===== config.mk =====
export PLATFORM = sky130hd
export DESIGN_NAME = soc_mem_arbiter_flat
export DESIGN_NICKNAME = d
export VERILOG_FILES = /design/src/rtl/soc_mem_pkg.sv /design/src/rtl/soc_mem_arbiter_if.sv /design/src/rtl/rr_arb2.sv /design/src/rtl/soc_mem_arbiter.sv /design/src/flat_wrapper.sv
export SDC_FILE = /design/constraint.sdc
export NUM_CORES = 1
export LEC_CHECK = 0
export CELL_PAD_IN_SITES_DETAIL_PLACEMENT = 1
export CELL_PAD_IN_SITES_GLOBAL_PLACEMENT = 1
export CORE_ASPECT_RATIO = 0.6
export CORE_MARGIN = 2
export CORE_UTILIZATION = 25
export CTS_BUF_LIST = sky130_fd_sc_hd__clkbuf_2 sky130_fd_sc_hd__clkbuf_4 sky130_fd_sc_hd__clkbuf_8
export DETAILED_ROUTE_END_ITERATION = 16
export GPL_ROUTABILITY_DRIVEN = 1
export MAX_ROUTING_LAYER = met4
export PLACE_DENSITY = 0.7
export SETUP_SLACK_MARGIN = 0.15
export SLEW_MARGIN = 15
export SYNTH_ARGS = -nofsm -noshare
export SYNTH_HDL_FRONTEND = slang
export SYNTH_SLANG_ARGS = --single-unit
export TNS_END_PERCENT = 1

===== constraint.sdc =====
create_clock -name clk -period 1.8 [get_ports clk]
set_input_delay 0.27 -clock clk [delete_from_list [all_inputs] [get_ports clk]]
set_output_delay 0.27 -clock clk [all_outputs]
set_load 0.01 [all_outputs]

===== src/rtl/soc_mem_pkg.sv =====
// rtl/soc_mem_pkg.sv - shared types and defaults for the SOC memory arbiter
package soc_mem_pkg;

  localparam int SOC_MEM_DEPTH  = 64;
  localparam int SOC_DATA_WIDTH = 32;

  typedef enum logic [1:0] {
    IDLE,
    WAIT_IF,
    WAIT_LS
  } arb_state_t;

  typedef enum logic {
    GNT_IF,
    GNT_LS
  } grant_t;

endpackage


===== src/rtl/soc_mem_arbiter_if.sv =====
// rtl/soc_mem_arbiter_if.sv - requester and memory signal bundle for soc_mem_arbiter
interface soc_mem_arbiter_if
  import soc_mem_pkg::*;
#(
  parameter int MEM_DEPTH  = SOC_MEM_DEPTH,
  parameter int DATA_WIDTH = SOC_DATA_WIDTH
);
  localparam int ADDR_WIDTH = $clog2(MEM_DEPTH);

  // Instruction-fetch requester
  logic                  if_req_valid;
  logic [ADDR_WIDTH-1:0] if_addr;
  logic                  if_ready;
  logic                  if_valid_data;
  logic [DATA_WIDTH-1:0] if_rdata;

  // Load/store requester
  logic                  ls_req_valid;
  logic                  ls_we;
  logic [ADDR_WIDTH-1:0] ls_addr;
  logic [DATA_WIDTH-1:0] ls_wdata;
  logic                  ls_ready;
  logic                  ls_valid_data;
  logic [DATA_WIDTH-1:0] ls_rdata;

  // Memory side
  logic                  mem_req_valid;
  logic                  mem_we;
  logic [ADDR_WIDTH-1:0] mem_addr;
  logic [DATA_WIDTH-1:0] mem_wdata;
  logic                  mem_valid_data;
  logic [DATA_WIDTH-1:0] mem_rdata;

  logic                  err_spurious;

  // Environment side: requesters and the memory
  modport master (
    output if_req_valid, if_addr,
    input  if_ready, if_valid_data, if_rdata,
    output ls_req_valid, ls_we, ls_addr, ls_wdata,
    input  ls_ready, ls_valid_data, ls_rdata,
    input  mem_req_valid, mem_we, mem_addr, mem_wdata,
    output mem_valid_data, mem_rdata,
    input  err_spurious
  );

  // Arbiter side
  modport slave (
    input  if_req_valid, if_addr,
    output if_ready, if_valid_data, if_rdata,
    input  ls_req_valid, ls_we, ls_addr, ls_wdata,
    output ls_ready, ls_valid_data, ls_rdata,
    output mem_req_valid, mem_we, mem_addr, mem_wdata,
    input  mem_valid_data, mem_rdata,
    output err_spurious
  );

endinterface


===== src/rtl/rr_arb2.sv =====
// rtl/rr_arb2.sv - two-input round-robin picker with last-grant memory
module rr_arb2
  import soc_mem_pkg::*;
(
  input  logic   clk_i,
  input  logic   reset_i,
  input  logic   req_if_i,
  input  logic   req_ls_i,
  input  logic   update_i,
  output logic   gnt_valid_o,
  output grant_t gnt_o
);

  grant_t last_grant_q;

  // Pick a winner; on a tie the side that did not win last time goes first
  always_comb begin
    gnt_valid_o = req_if_i | req_ls_i;
    gnt_o       = GNT_IF;
    if (req_if_i && req_ls_i) begin
      gnt_o = (last_grant_q == GNT_LS) ? GNT_IF : GNT_LS;
    end else if (req_ls_i) begin
      gnt_o = GNT_LS;
    end
  end

  // Remember the winner only when the arbiter actually issues the grant
  always_ff @(posedge clk_i) begin
    if (reset_i) begin
      last_grant_q <= GNT_LS;
    end else if (update_i && gnt_valid_o) begin
      last_grant_q <= gnt_o;
    end
  end

endmodule


===== src/rtl/soc_mem_arbiter.sv =====
// rtl/soc_mem_arbiter.sv - single-outstanding round-robin arbiter for the SOC memory
module soc_mem_arbiter
  import soc_mem_pkg::*;
#(
  parameter int MEM_DEPTH  = SOC_MEM_DEPTH,
  parameter int DATA_WIDTH = SOC_DATA_WIDTH
)(
  input  logic              clk,
  input  logic              reset,
  soc_mem_arbiter_if.slave  bus
);

  localparam int ADDR_WIDTH = $clog2(MEM_DEPTH);

  arb_state_t            state_q, state_d;
  logic                  if_ready_q, if_ready_d;
  logic                  ls_ready_q, ls_ready_d;
  logic                  mem_req_valid_q, mem_req_valid_d;
  logic                  mem_we_q, mem_we_d;
  logic [ADDR_WIDTH-1:0] mem_addr_q, mem_addr_d;
  logic [DATA_WIDTH-1:0] mem_wdata_q, mem_wdata_d;
  logic                  if_valid_data_q, if_valid_data_d;
  logic [DATA_WIDTH-1:0] if_rdata_q, if_rdata_d;
  logic                  ls_valid_data_q, ls_valid_data_d;
  logic [DATA_WIDTH-1:0] ls_rdata_q, ls_rdata_d;
  logic                  ls_write_q, ls_write_d;
  logic                  err_q, err_d;

  logic                  arb_update;
  logic                  gnt_valid;
  grant_t                gnt;

  // Requests only compete while idle; the picker state advances on each grant
  rr_arb2 u_arb (
    .clk_i       (clk),
    .reset_i     (reset),
    .req_if_i    (bus.if_req_valid),
    .req_ls_i    (bus.ls_req_valid),
    .update_i    (arb_update),
    .gnt_valid_o (gnt_valid),
    .gnt_o       (gnt)
  );

  // Next-state and registered-output logic for the grant/wait FSM
  always_comb begin
    state_d         = state_q;
    if_ready_d      = 1'b0;
    ls_ready_d      = 1'b0;
    mem_req_valid_d = 1'b0;
    if_valid_data_d = 1'b0;
    ls_valid_data_d = 1'b0;
    mem_we_d        = mem_we_q;
    mem_addr_d      = mem_addr_q;
    mem_wdata_d     = mem_wdata_q;
    if_rdata_d      = if_rdata_q;
    ls_rdata_d      = ls_rdata_q;
    ls_write_d      = ls_write_q;
    err_d           = err_q;
    arb_update      = 1'b0;

    case (state_q)
      IDLE: begin
        // A completion with nothing outstanding is dropped and flagged
        if (bus.mem_valid_data) begin
          err_d = 1'b1;
        end
        if (gnt_valid) begin
          arb_update      = 1'b1;
          mem_req_valid_d = 1'b1;
          if (gnt == GNT_IF) begin
            if_ready_d  = 1'b1;
            mem_we_d    = 1'b0;
            mem_addr_d  = bus.if_addr;
            mem_wdata_d = '0;
            state_d     = WAIT_IF;
          end else begin
            ls_ready_d  = 1'b1;
            mem_we_d    = bus.ls_we;
            mem_addr_d  = bus.ls_addr;
            mem_wdata_d = bus.ls_wdata;
            ls_write_d  = bus.ls_we;
            state_d     = WAIT_LS;
          end
        end
      end
      WAIT_IF: begin
        if (bus.mem_valid_data) begin
          if_valid_data_d = 1'b1;
          if_rdata_d      = bus.mem_rdata;
          state_d         = IDLE;
        end
      end
      WAIT_LS: begin
        if (bus.mem_valid_data) begin
          ls_valid_data_d = 1'b1;
          // Write acknowledgements carry no data
          ls_rdata_d      = ls_write_q ? '0 : bus.mem_rdata;
          state_d         = IDLE;
        end
      end
      default: begin
        state_d = IDLE;
      end
    endcase
  end

  // State and output registers; reset overrides any concurrent completion
  always_ff @(posedge clk) begin
    if (reset) begin
      state_q         <= IDLE;
      if_ready_q      <= 1'b0;
      ls_ready_q      <= 1'b0;
      mem_req_valid_q <= 1'b0;
      mem_we_q        <= 1'b0;
      mem_addr_q      <= '0;
      mem_wdata_q     <= '0;
      if_valid_data_q <= 1'b0;
      if_rdata_q      <= '0;
      ls_valid_data_q <= 1'b0;
      ls_rdata_q      <= '0;
      ls_write_q      <= 1'b0;
      err_q           <= 1'b0;
    end else begin
      state_q         <= state_d;
      if_ready_q      <= if_ready_d;
      ls_ready_q      <= ls_ready_d;
      mem_req_valid_q <= mem_req_valid_d;
      mem_we_q        <= mem_we_d;
      mem_addr_q      <= mem_addr_d;
      mem_wdata_q     <= mem_wdata_d;
      if_valid_data_q <= if_valid_data_d;
      if_rdata_q      <= if_rdata_d;
      ls_valid_data_q <= ls_valid_data_d;
      ls_rdata_q      <= ls_rdata_d;
      ls_write_q      <= ls_write_d;
      err_q           <= err_d;
    end
  end

  assign bus.if_ready      = if_ready_q;
  assign bus.ls_ready      = ls_ready_q;
  assign bus.mem_req_valid = mem_req_valid_q;
  assign bus.mem_we        = mem_we_q;
  assign bus.mem_addr      = mem_addr_q;
  assign bus.mem_wdata     = mem_wdata_q;
  assign bus.if_valid_data = if_valid_data_q;
  assign bus.if_rdata      = if_rdata_q;
  assign bus.ls_valid_data = ls_valid_data_q;
  assign bus.ls_rdata      = ls_rdata_q;
  assign bus.err_spurious  = err_q;

endmodule

===== src/flat_wrapper.sv =====
// flat-port wrapper written by rule: the top's interface ports become plain ports
module soc_mem_arbiter_flat import soc_mem_pkg::*;
#(
  parameter int MEM_DEPTH  = SOC_MEM_DEPTH,
  parameter int DATA_WIDTH = SOC_DATA_WIDTH
)
  (clk, reset, bus_if_req_valid, bus_if_addr, bus_if_ready, bus_if_valid_data, bus_if_rdata, bus_ls_req_valid, bus_ls_we, bus_ls_addr, bus_ls_wdata, bus_ls_ready, bus_ls_valid_data, bus_ls_rdata, bus_mem_req_valid, bus_mem_we, bus_mem_addr, bus_mem_wdata, bus_mem_valid_data, bus_mem_rdata, bus_err_spurious);
  soc_mem_arbiter_if #(.MEM_DEPTH(MEM_DEPTH), .DATA_WIDTH(DATA_WIDTH)) bus_i ();
  input  logic clk;
  input  logic reset;
  input wire logic [$bits(bus_i.if_req_valid)-1:0] bus_if_req_valid;
  input wire logic [$bits(bus_i.if_addr)-1:0] bus_if_addr;
  output wire logic [$bits(bus_i.if_ready)-1:0] bus_if_ready;
  output wire logic [$bits(bus_i.if_valid_data)-1:0] bus_if_valid_data;
  output wire logic [$bits(bus_i.if_rdata)-1:0] bus_if_rdata;
  input wire logic [$bits(bus_i.ls_req_valid)-1:0] bus_ls_req_valid;
  input wire logic [$bits(bus_i.ls_we)-1:0] bus_ls_we;
  input wire logic [$bits(bus_i.ls_addr)-1:0] bus_ls_addr;
  input wire logic [$bits(bus_i.ls_wdata)-1:0] bus_ls_wdata;
  output wire logic [$bits(bus_i.ls_ready)-1:0] bus_ls_ready;
  output wire logic [$bits(bus_i.ls_valid_data)-1:0] bus_ls_valid_data;
  output wire logic [$bits(bus_i.ls_rdata)-1:0] bus_ls_rdata;
  output wire logic [$bits(bus_i.mem_req_valid)-1:0] bus_mem_req_valid;
  output wire logic [$bits(bus_i.mem_we)-1:0] bus_mem_we;
  output wire logic [$bits(bus_i.mem_addr)-1:0] bus_mem_addr;
  output wire logic [$bits(bus_i.mem_wdata)-1:0] bus_mem_wdata;
  input wire logic [$bits(bus_i.mem_valid_data)-1:0] bus_mem_valid_data;
  input wire logic [$bits(bus_i.mem_rdata)-1:0] bus_mem_rdata;
  output wire logic [$bits(bus_i.err_spurious)-1:0] bus_err_spurious;
  assign bus_i.if_req_valid = bus_if_req_valid;
  assign bus_i.if_addr = bus_if_addr;
  assign bus_if_ready = bus_i.if_ready;
  assign bus_if_valid_data = bus_i.if_valid_data;
  assign bus_if_rdata = bus_i.if_rdata;
  assign bus_i.ls_req_valid = bus_ls_req_valid;
  assign bus_i.ls_we = bus_ls_we;
  assign bus_i.ls_addr = bus_ls_addr;
  assign bus_i.ls_wdata = bus_ls_wdata;
  assign bus_ls_ready = bus_i.ls_ready;
  assign bus_ls_valid_data = bus_i.ls_valid_data;
  assign bus_ls_rdata = bus_i.ls_rdata;
  assign bus_mem_req_valid = bus_i.mem_req_valid;
  assign bus_mem_we = bus_i.mem_we;
  assign bus_mem_addr = bus_i.mem_addr;
  assign bus_mem_wdata = bus_i.mem_wdata;
  assign bus_i.mem_valid_data = bus_mem_valid_data;
  assign bus_i.mem_rdata = bus_mem_rdata;
  assign bus_err_spurious = bus_i.err_spurious;
  soc_mem_arbiter #(.MEM_DEPTH(MEM_DEPTH), .DATA_WIDTH(DATA_WIDTH)) u_core (.clk(clk), .reset(reset), .bus(bus_i));
endmodule

==> out/qor.tcl <==
set qor(run_status) {complete, no violations}
set qor(globalRouteMet3Util_pct) 4.966
set qor(detailroute.via_count) 3465
set qor(die-width_um) 161.4
set qor(met1_capacity_usage_during_global_routing_pct) 22.52
set qor(final-setup-viol-count) 0
set qor(gp_routability_congestion) 0.7634
set qor(fp.dieH_um) 98.42
set qor(dieArea_mm2) 0.01588
set qor(synth-edff-count) 0
set qor(synthesis.area_mm2) 0.003715
set qor(cts_htree_levels) 4
set qor(grt_start_max_net_pins) 35
set qor(least_margin_pin_slew_ns) 0.9125
set qor(postSynth.topFlopCell) {dfxtp_1}
set qor(slowest_delay_ns) 0.72
set qor(cts-root-to-sink-buffers) 2
set qor(timing.clock.skew_ns) 0.01144
set qor(clk_pin_slew_ns) 0.07
set qor(placement_rows) 34
set qor(drt_first_iter_violations) 99
set qor(post_synth.cell_area_avg_um2) 10.23
set qor(drc) 0
set qor(max-slew-margin-rel_pct) 39.03
set qor(critical_path.cell_chain) {inv_2 -> ha_4 -> a21oi_4 -> a22o_1}
set qor(worstSetupStartpointType) {flip-flop}
set qor(worst_ir_drop_vdd_v) 0.0004110
set qor(clock.fmax_ghz) 0.6076
set qor(finish.net_count) 646
set qor(cts.sink_count) 113
set qor(p_per_area_mw_per_mm2) 996.4
set qor(gr-total-overflow) 0
set qor(detail_route.wl_per_cell_um) 16.93
set qor(area_growth_pct) 71.84
set qor(synth-seq-area-share_pct) 60.90
set qor(p_total_mw) 6.361
set qor(gr-usage-met2_pct) 26.04
set qor(final_util_pct) 44.01
set qor(route.detailed.vias_per_inst) 4.494
set qor(min-delay-path-class) {input port to flip-flop}
set qor(ys.warnings.count) 0
set qor(cts_hold_buf) 0
set qor(dr.pass1.iters) 4
set qor(synthArstFlopShare_pct) 0
set qor(antenna_cells) 0
set qor(finalMaxSlewViolations) 0
set qor(fillCellCount) 1598
set qor(synthCells) 363
set qor(numPortBuffers) 190
set qor(synthesis.nets) 449
set qor(critPathMaxFanout) 32
set qor(critPathSlowestCell) {a21oi_4}
set qor(globalRoute.busiestLayer) {met2}
set qor(number_of_register_bits_inferred_by_synthesis) 113
set qor(number_of_hold_slack_violations_in_the_final_timing_report) 0
set qor(drv_cap) 0
set qor(drive_above_1_share_pct) 10.12
set qor(cts_tree) {yes}
set qor(cts.repair_timing.setup_buffer_count) 0
set qor(number_of_clock_buffers_inserted_by_tritoncts) 17
set qor(floorplan.io_pins) 191
set qor(critical_path_data_arrival_time_ns) 2.00
set qor(timing.critical_path.to_type) {flip-flop}
set qor(dp_wirelength_mm) 9.319
set qor(layout.cells.most_common) {clkdlybuf4s50_1}
set qor(synth.lib_cells_used.distinct) 26
set qor(grt_setup_unrepaired) {true}
set qor(critPathKind) {flip-flop to flip-flop}
set qor(leakage_nw) 2.348
set qor(insertion_delay_of_the_later_clocked_pin_in_the_worst_skew_pair_ns) 0.41
set qor(grt_first_pass_wirelength_mm) 20.43
set qor(fin_tns_setup_ns) 0
set qor(final_cell_mix) {clkdlybuf4s50_1, dfxtp_1, nand2_1}
set qor(postRouteAntennaNets) 0
set qor(initial_utilization_pct) 25.61
set qor(grt_util_all_layers_pct) 17.12
set qor(standard_cell_core_area_mm2) 0.01451
set qor(grt_antenna_before_repair) 0
set qor(detail_route.wirelength_mm) 13.05
set qor(first_global_vias) 3681
set qor(finalCritPeriodShare_pct) 91.43
set qor(critical_path_required_ns) 2.15
set qor(clk_root_buffer_cell) {clkbuf_8}
set qor(final.min_clock_period_ns) 1.646
## kinds of logic after synthesis
group,synth area share (%)
buffers and inverters,3.166
AOI/OAI and AO/OA,24.45
adders and majority gates,1.347
and+or+nand+nor,10.14
DFF,60.90
## repair_timing
item | 4_1_cts | 5_1_grt
setup endpoints to repair | 32 | 98
pin swaps | 14 | 1
gates resized for setup | 4 | 1
## synthesized netlist by cell type, types with 2 or more instances
master | number | area [µm²]
a21oi_1 | 44 | 220.2
o21ai_0 | 3 | 15.01
a211oi_1 | 6 | 45.04
buf_1 | 3 | 11.26
buf_2 | 7 | 35.03
inv_1 | 3 | 11.26
a22o_1 | 65 | 569.3
ha_1 | 4 | 50.05
nand2_1 | 73 | 274.0
clkbuf_1 | 16 | 60.06
nor2_1 | 11 | 41.29
or4_1 | 2 | 15.01
dfxtp_1 | 113 | 2262
## per-stage QoR
step | std cells | cell area, µm² | setup slack [ns] | hold WS [ns]
finish | 771 | 6384 | 0.1543 | 0.3826
global placement | 739 | 5948 | 0.004799 | 0.4446
CTS | 771 | 6382 | 0.1169 | 0.3640
floorplan | 363 | 3715 | 0.3548 | 0.3957
detailed placement | 739 | 5948 | -0.07537 | 0.4473
global route | 771 | 6384 | 0.03471 | 0.3731
## worst max-delay path, delay by kind of cell, from the launching register on
family          cells  cell delay [ns]
fa+ha+maj           1             0.17
flops               1             0.35
buf+inv             1             0.06
compound gates      2             1.00
## metal layers
metal,share of wire (%),vias up
met1,49,1683
met3,4.5,8
met4,0.64,0
met2,46,91
met5,0,-
li1,-,1683
## state kept, by name, indices dropped and copies added (netlist names)
| register | count |
|---|---|
| u_core.bus.if_valid_data | 1 |
| u_core.ls_write_q | 1 |
| u_core.bus.err_spurious | 1 |
| u_core.bus.if_rdata | 32 |
| u_core.bus.ls_ready | 1 |
| u_core.bus.ls_rdata | 32 |
| u_core.bus.mem_we | 1 |
| u_core.bus.mem_req_valid | 1 |
| u_core.state_q | 2 |
| u_core.u_arb.last_grant_q | 1 |
| u_core.bus.mem_addr | 6 |
| u_core.bus.if_ready | 1 |
| u_core.bus.ls_valid_data | 1 |
| u_core.bus.mem_wdata | 32 |
## final timing paths
kind / from / to / slack, ns / cells past startpoint
min reg2reg: u_core.bus.if_rdata[24] / u_core.bus.if_rdata[24] / 0.46 / 2
max reg2reg: u_core.state_q[0] / u_core.bus.ls_rdata[13] / 0.15 / 4
min: reset / u_core.bus.mem_req_valid / 0.38 / 3
max: u_core.state_q[0] / u_core.bus.ls_rdata[13] / 0.15 / 4
## final cells by class
type | instances | area (µm²) | area share (%)
flip-flops and latches | 113 | 2265 | 35.48
repair buffers | 204 | 2064 | 32.34
multi-input cells | 221 | 1375 | 21.54
clock buffers | 19 | 261.5 | 4.096
well taps | 198 | 247.7 | 3.881
clock inverters | 13 | 158.9 | 2.489
inverters | 3 | 11.26 | 0.1764
## report_power, final
group / internal, mW / total [mW] / switching (mW)
Sequential: 2.66 / 2.76 / 0.0954
Combinational: 0.601 / 1.10 / 0.496
Clock: 1.44 / 2.51 / 1.07
Total: 4.70 / 6.36 / 1.66
Note: power is estimated with default switching activity, not from simulation.
